`config.mk`:
```
export PLATFORM = sky130hd
export DESIGN_NAME = pipe_stage_elastic
export DESIGN_NICKNAME = d
export VERILOG_FILES = /design/src/rtl/pipe_pkg.sv /design/src/rtl/pipe_sat_counter.sv /design/src/rtl/pipe_stage_elastic.sv
export SDC_FILE = /design/constraint.sdc
export NUM_CORES = 1
export LEC_CHECK = 0
export BUFFER_PORTS_ARGS = -buffer_cell sky130_fd_sc_hd__buf_2
export CORE_AREA = 2 2 94 96
export CTS_BUF_LIST = sky130_fd_sc_hd__clkbuf_8
export CTS_CLUSTER_DIAMETER = 80
export DETAILED_ROUTE_END_ITERATION = 10
export DIE_AREA = 0 0 96 98
export HOLD_SLACK_MARGIN = 0.06
export PLACE_DENSITY = 0.72
export SLEW_MARGIN = 10
export SYNTH_ARGS = -nofsm -noshare
export SYNTH_HDL_FRONTEND = slang
export SYNTH_HIERARCHICAL = 1
export SYNTH_SLANG_ARGS = --single-unit
```
`constraint.sdc`:
```
create_clock -name clk -period 2.1 [get_ports clk]
set_input_delay 0.42 -clock clk [delete_from_list [all_inputs] [get_ports clk]]
set_output_delay 0.42 -clock clk [all_outputs]
set_load 0.05 [all_outputs]
```
`src/rtl/pipe_pkg.sv`:
```
// Shared pipeline-stage types: skid state encoding, occupancy
// constants and default payload widths.
package pipe_pkg;

  typedef enum logic [1:0] {
    PS_EMPTY = 2'd0,
    PS_ONE   = 2'd1,
    PS_TWO   = 2'd2
  } ps_state_e;

  localparam logic [1:0] OCC_EMPTY = 2'd0;
  localparam logic [1:0] OCC_ONE   = 2'd1;
  localparam logic [1:0] OCC_TWO   = 2'd2;

  localparam int DEF_DATA_W = 32;
  localparam int DEF_CTRL_W = 8;
  localparam int DEF_CNT_W  = 16;

endpackage

```
`src/rtl/pipe_sat_counter.sv`:
```
// Saturating up-counter with synchronous clear (clear wins).
module pipe_sat_counter #(
  parameter int W = 16
) (
  input  logic         clk,
  input  logic         rst_n,
  input  logic         clr,
  input  logic         inc,
  output logic [W-1:0] cnt
);

  logic [W-1:0] cnt_d, cnt_q;

  always_comb begin
    cnt_d = cnt_q;
    if (clr)
      cnt_d = '0;
    else if (inc && (cnt_q != '1))
      cnt_d = cnt_q + 1'b1;
  end

  always_ff @(posedge clk or negedge rst_n) begin
    if (!rst_n) cnt_q <= '0;
    else        cnt_q <= cnt_d;
  end

  assign cnt = cnt_q;

endmodule

```
`src/rtl/pipe_stage_elastic.sv`:
```
// Elastic 2-entry skid pipeline register with flush and bubble masking.
// Define PIPE_STAGE_ELASTIC_PERF_EN to add stall/bubble counters.
module pipe_stage_elastic
  import pipe_pkg::*;
#(
  parameter int DATA_W = DEF_DATA_W,
  parameter int CTRL_W = DEF_CTRL_W,
  parameter int CNT_W  = DEF_CNT_W
) (
  input  logic              clk,
  input  logic              rst_n,
  input  logic              in_valid,
  output logic              in_ready,
  input  logic [DATA_W-1:0] in_data,
  input  logic [CTRL_W-1:0] in_ctrl,
  input  logic              flush,
  output logic              out_valid,
  input  logic              out_ready,
  output logic [DATA_W-1:0] out_data,
  output logic [CTRL_W-1:0] out_ctrl,
  output logic [1:0]        occupancy
`ifdef PIPE_STAGE_ELASTIC_PERF_EN
  ,
  output logic [CNT_W-1:0]  stall_cnt,
  output logic [CNT_W-1:0]  bubble_cnt
`endif
);

  ps_state_e         state_d, state_q;
  logic [DATA_W-1:0] main_data_d, main_data_q;
  logic [CTRL_W-1:0] main_ctrl_d, main_ctrl_q;
  logic [DATA_W-1:0] skid_data_d, skid_data_q;
  logic [CTRL_W-1:0] skid_ctrl_d, skid_ctrl_q;
  logic              in_fire;

  // Handshake outputs come straight from the state register.
  assign out_valid = (state_q != PS_EMPTY);
  assign in_ready  = (state_q != PS_TWO);
  assign in_fire   = in_valid & in_ready;
  assign occupancy = state_q;
  assign out_data  = main_data_q;
  assign out_ctrl  = out_valid ? main_ctrl_q : '0;

  always_comb begin
    state_d     = state_q;
    main_data_d = main_data_q;
    main_ctrl_d = main_ctrl_q;
    skid_data_d = skid_data_q;
    skid_ctrl_d = skid_ctrl_q;
    case (state_q)
      PS_EMPTY: begin
        if (in_fire) begin
          main_data_d = in_data;
          main_ctrl_d = in_ctrl;
          state_d     = PS_ONE;
        end
      end
      PS_ONE: begin
        if (in_fire && out_ready) begin
          main_data_d = in_data;
          main_ctrl_d = in_ctrl;
        end else if (in_fire) begin
          skid_data_d = in_data;
          skid_ctrl_d = in_ctrl;
          state_d     = PS_TWO;
        end else if (out_ready) begin
          state_d = PS_EMPTY;
        end
      end
      PS_TWO: begin
        if (out_ready) begin
          main_data_d = skid_data_q;
          main_ctrl_d = skid_ctrl_q;
          state_d     = PS_ONE;
        end
      end
      default: state_d = PS_EMPTY;
    endcase
    // Flush kills everything; data is left as don't-care.
    if (flush) begin
      state_d     = PS_EMPTY;
      main_ctrl_d = '0;
      skid_ctrl_d = '0;
    end
  end

  always_ff @(posedge clk or negedge rst_n) begin
    if (!rst_n) begin
      state_q     <= PS_EMPTY;
      main_data_q <= '0;
      main_ctrl_q <= '0;
      skid_data_q <= '0;
      skid_ctrl_q <= '0;
    end else begin
      state_q     <= state_d;
      main_data_q <= main_data_d;
      main_ctrl_q <= main_ctrl_d;
      skid_data_q <= skid_data_d;
      skid_ctrl_q <= skid_ctrl_d;
    end
  end

`ifdef PIPE_STAGE_ELASTIC_PERF_EN
  pipe_sat_counter #(.W(CNT_W)) u_stall_cnt (
    .clk   (clk),
    .rst_n (rst_n),
    .clr   (flush),
    .inc   (out_valid & ~out_ready),
    .cnt   (stall_cnt)
  );

  pipe_sat_counter #(.W(CNT_W)) u_bubble_cnt (
    .clk   (clk),
    .rst_n (rst_n),
    .clr   (flush),
    .inc   (~out_valid),
    .cnt   (bubble_cnt)
  );
`else
  logic [CNT_W-1:0] cnt_unused;
  assign cnt_unused = '0;
`endif

endmodule

```
---- Yosys cells after proc, flatten, opt, wreduce, memory -nomap -nowiden ----
Index checks and enable logic that the tools add are counted.
cells by class
  reductions and logical operators ........ 12
  mux-type cells .......................... 20
  equality and inequality tests ........... 12
  bitwise logic cells ..................... 2
operators with widths
  kind                                                 count
  2-to-1 mux 32 bit                                    3
  case mux 32 bit (3 select lines)                     1
  2-to-1 mux 8 bit                                     8
  case mux 8 bit (3 select lines)                      1
  2-to-1 mux 2 bit                                     6
  != test 3 bit, second input constant                 4
  AND reduction 4 bit                                  3
  != test 2 bit, second input constant                 5
  case mux 2 bit (3 select lines)                      1
  AND reduction 3 bit                                  2
  nonzero test 2 bit                                   3
  != test 4 bit, second input constant                 1
  nonzero test 4 bit                                   1
  nonzero test 3 bit                                   1
  equality test 2 x 1 -> 1 bit, second input constant  1
  equality test 2 bit, second input constant           1
  logical NOT 2 bit                                    1
  bitwise AND 1 bit                                    1
  logical AND 1 bit                                    1
  inverter 1 bit                                       1
word-level totals
  output and inout bits ................... 44
  logic and storage cells ................. 51
  flip-flop bits (word level) ............. 82

---- Longest topological paths before layout ----
  word-level depth ........................ 6
  gate-level depth with buffers ........... 8
  depth with buffers taken out ............ 6

---- Least setup slack after synthesis ----
Ideal clock, no wire load.
  kind .................................... reg-to-reg
  start ................................... register state_q[0] (netlist: occupancy[0])
  end ..................................... register main_data_q[0] (netlist: out_data[0])
  clock period less this slack ............ 2.482 ns
  slack ................................... -0.382 ns
  stages on the path, launching flop included .. 8
  data arrival time ....................... 2.357 ns
  library setup time ...................... 0.125 ns
  required time ........................... 1.975 ns
  buffers on the path ..................... 1
  cells stage by stage .................... dfrtp_1 -> inv_1 -> ha_1 -> inv_1 -> nor2_1 -> a32oi_4 -> buf_6 -> mux2_4
on the way
  word-level cells in the longest chain between the ends .. 5
RTL lines
  what                           line                      RTL
  start: declaration             pipe_stage_elastic.sv:29  ps_state_e state_d, state_q;
  start signal: assignment       pipe_stage_elastic.sv:95  state_q <= state_d;
  != test 2 bit                  pipe_stage_elastic.sv:38  assign in_ready = (state_q != PS_TWO);
  bitwise AND 1 bit              pipe_stage_elastic.sv:39  assign in_fire = in_valid & in_ready;
  logical AND 1 bit              pipe_stage_elastic.sv:59  if (in_fire && out_ready) begin
  != test 2 bit (no line)        -
  AND reduction 4 bit (no line)  -
  end signal: assignment         pipe_stage_elastic.sv:96  main_data_q <= main_data_d;
  end: declaration               pipe_stage_elastic.sv:30  logic [DATA_W-1:0] main_data_d, main_data_q;
Parallel ways exist; a longest one is shown, timed or not.
A chain may end at the register's enable or synchronous reset.

---- Worst setup path in the final report ----
  start ................................... register state_q[1] (netlist: occupancy[1])
  end ..................................... output out_ctrl[3]
on the way
  word-level cells in the longest chain between the ends .. 2
RTL lines
  what                line                      RTL
  nonzero test 2 bit  pipe_stage_elastic.sv:37  assign out_valid = (state_q != PS_EMPTY);
  2-to-1 mux 8 bit    pipe_stage_elastic.sv:42  assign out_ctrl = out_valid ? main_ctrl_q : '0;
  end: declaration    pipe_stage_elastic.sv:20  output logic [CTRL_W-1:0] out_ctrl,
Every way passes these cells.

==> results.md <==
- HPWL after DPL: around 5400 um
- Cell variety after synth: 32
- Post-synthesis register bit count: 82
- Synth warn: 6
- Syn_area_per_cell: 14.9 um2
- FILL cells: 692
- CTS root buf: clkbuf_8
- Share of layout cells above drive strength 1: 0.592
- Post-Syn Area: 4060 um2
- Worst EP arrival: 1600 ps
- Combinational Power Share: 0.461
- DRC: 0
- Clock power frac: 0.181
- Clock-pin transition on the worst setup and hold timing paths: ~90 ps
- Met1 Routed Length: 3620 um
- Number of global-route vias before repair: 2,733
- Multi-input logic area: ~1800 um2
- Pin count of the biggest net entering global routing: between 40 and 50
- Slew margin rel.: 0.483
- I/O Pins: 89
- CTS H-tree depth: 3
- DIE HEIGHT: approximately 98 um
- Final antenna diode count: 0
- Sequential fraction of the synthesis area: 0.505
- Worst slack at placement: 135 ps
- GRT Total Usage: 0.181
- Buf/Inv on CP: 3
- Antenna violations before repair: 0
- Final wirelength: about 8000 um
- Sw Ratio: 0.402
- Crit-path cells: inv_1 -> ha_1 -> buf_4 -> nor2b_1 -> buf_4
- Initial Utilization: 0.480
- Required @ worst endpoint: between 1500 and 2000 ps
- Power per Cell Area: 1470 nW/um2
- Clk buf depth: 2
- Psw: a little under 3000 uW
- First-pass GRT wire length: 13,300 um
- Syn nets: 322
- Commonest non-fill, non-tap cell in the layout: dfrtp_1
- Routed via count: ~2,500
- Final worst slack: 81.5 ps
- Post-synthesis instance total: 272
- Final Hold Fails: 0
- Most frequent cells in the layout: 80 x dfrtp_1, 79 x buf_2, 50 x mux2_4
- CP endpoint kind: output port
- Port buffer count: 88
- Initial DRC Count: 59
- VDD IR max: 0.542 mV
- Asr flop ratio synth: 1.00
- Clock Latency Late Sink: roughly 350 ps
- Vias per Instance: 5.17
- Main flop type after synthesis: dfrtp_1
- Clock skew: between 10 and 15 ps
- WL/cell: 16.7 um
- LEAKAGE: about 0.0023 uW
- Top layer in use: met4
- Achievable Freq: 0.495 GHz
- Number of synthesized flops with an enable pin: 0
- Max Cap Viol: 0
- Register cell area after layout: 2050 um2
- Area contributors post-synth: dfrtp_1 51%, mux2_4 18%, mux2_2 11%
- Area of the core: ~8500 um2
- Row count: 34
- Top delay family on crit path: buffers and inverters
- Final-stage net count: 418
- Most used cell, CP: buf_4
- Met2 WL: 3870 um
- Crit-path max FO: 11
- Slowest-stage cell, CP: dfrtp_2
- Worst Tran Pin Value: just under 800 ps
- Antenna Nets Post-Route: 0
- Die Wd: 96 um
- Internal cell power: 4370 uW
- Share of the synthesized area in the top cell type: 0.505
- Max incr delay on CP: 380 ps
- Number of CTS-inserted buffers: 9
- Met3 wire length: 449 um
- Fin crit period: 2020 ps
- Area grow syn2layout: 22.1%
- Post-synth top area cell: dfrtp_1
- Drt first pass iters: 4
- CTS sink cnt: 82
- TNS Setup: 0 ps
- Final Max Slew Viols: 0
- Worst setup SP type: register
- Reg power frac: 0.358
- Crit share post-route: 0.961
- HP Class: primary input to register
- Placer Congestion: slightly below 0.8
- CTS tree: yes
- Grt total ovfl: 0
- Final Setup Violations: 0
- Status: finished, final reports clean
- Die ar.: 9410 um2
- Critical path class: register to output port
[sequential cells by signal, summed over array words and instances, names as in the netlist]
register	flops
out_data	32
skid_data_q	32
occupancy	2
main_ctrl_q	8
skid_ctrl_q	8
[what timing repair did]
item	CTS	global route
endpoints found under the hold margin	34	0
hold buffers	1	0
resized for setup	5	8
endpoints found under the setup margin	5	8
setup buffers	0	3
[worst register-to-register path, stage by stage (launching register included)]
cell	delay, ps
dfrtp_2	410
buf_4	140
ha_1	260
nor2_1	110
a21oi_1	70
a32oi_4	280
buf_12	250
mux2_2	370
[per-stage QoR]
step	hold WS, ps	cell area (um2)	total power, uW	std cells	util
4_1_cts	274	4920	7360	478	0.581
3_3_place_gp	413	4660	5910	461	0.550
3_5_place_dp	420	4660	5990	461	0.550
6_report	294	4960	7300	481	0.586
5_1_grt	279	4960	7690	481	0.586
2_1_floorplan	124	4070	5250	272	-
[final timing paths]
| path | from | to | slack, ps | cells past startpoint |
|---|---|---|---|---|
| min | in_data[2] | skid_data_q[2]$_DFFE_PN0P_ | 290 | 2 |
| max reg2reg | occupancy[0]$_DFFE_PN0P_ | out_data[8]$_DFFE_PN0P_ | 90 | 7 |
| max | occupancy[1]$_DFFE_PN0P_ | out_ctrl[3] | 80 | 5 |
| min in group asynchronous | rst_n | out_data[0]$_DFFE_PN0P_ | 610 | 2 |
| min reg2reg | skid_data_q[7]$_DFFE_PN0P_ | skid_data_q[7]$_DFFE_PN0P_ | 490 | 1 |
| max in group asynchronous | rst_n | skid_data_q[14]$_DFFE_PN0P_ | 860 | 3 |
[synthesized netlist by cell type (all sizes together) (3+ instances only)]
cell and count:
a211oi 8, a22o 8, buf 15, clkbuf 3, dfrtp 82, ha 5
inv 6, mux2 97, mux2i 8, nor2 13, nor2b 8
[metal layers]
layer | track usage | vias up
met2 | 0.293 | 60
met4 | 0.0560 | 0
met1 | 0.237 | 1251
met5 | 0 | -
met3 | 0.0486 | 13
li1 | - | 1165
[layout make-up]
type                    count  area share
multi-input cells         166       0.371
well taps                 108      0.0272
repair buffers            103       0.134
flip-flops and latches     82       0.414
inverters                   6     0.00580
clock inverters             5      0.0174
clock buffers              11      0.0305
[power by group through the flow]
stage                     clock (uW)  sequential, uW  combinational [uW]
after floorplan                    0            3700                1540
after global placement             0            2610                3300
after detailed placement           0            2640                3350
after CTS                       1370            2630                3370
after global routing            1440            2700                3550
final                           1320            2620                3370
[kinds of logic (layout without fill, tap and decap cells)]
logic type,count (synthesis),count (layout),synth area share
compound gates,24,24,0.0579
fa+ha+maj,5,5,0.0154
buf+inv,24,125,0.0431
flops,82,82,0.505
mux,105,105,0.335
simple gates,32,32,0.0437
Note: power is estimated with default switching activity, not from simulation.
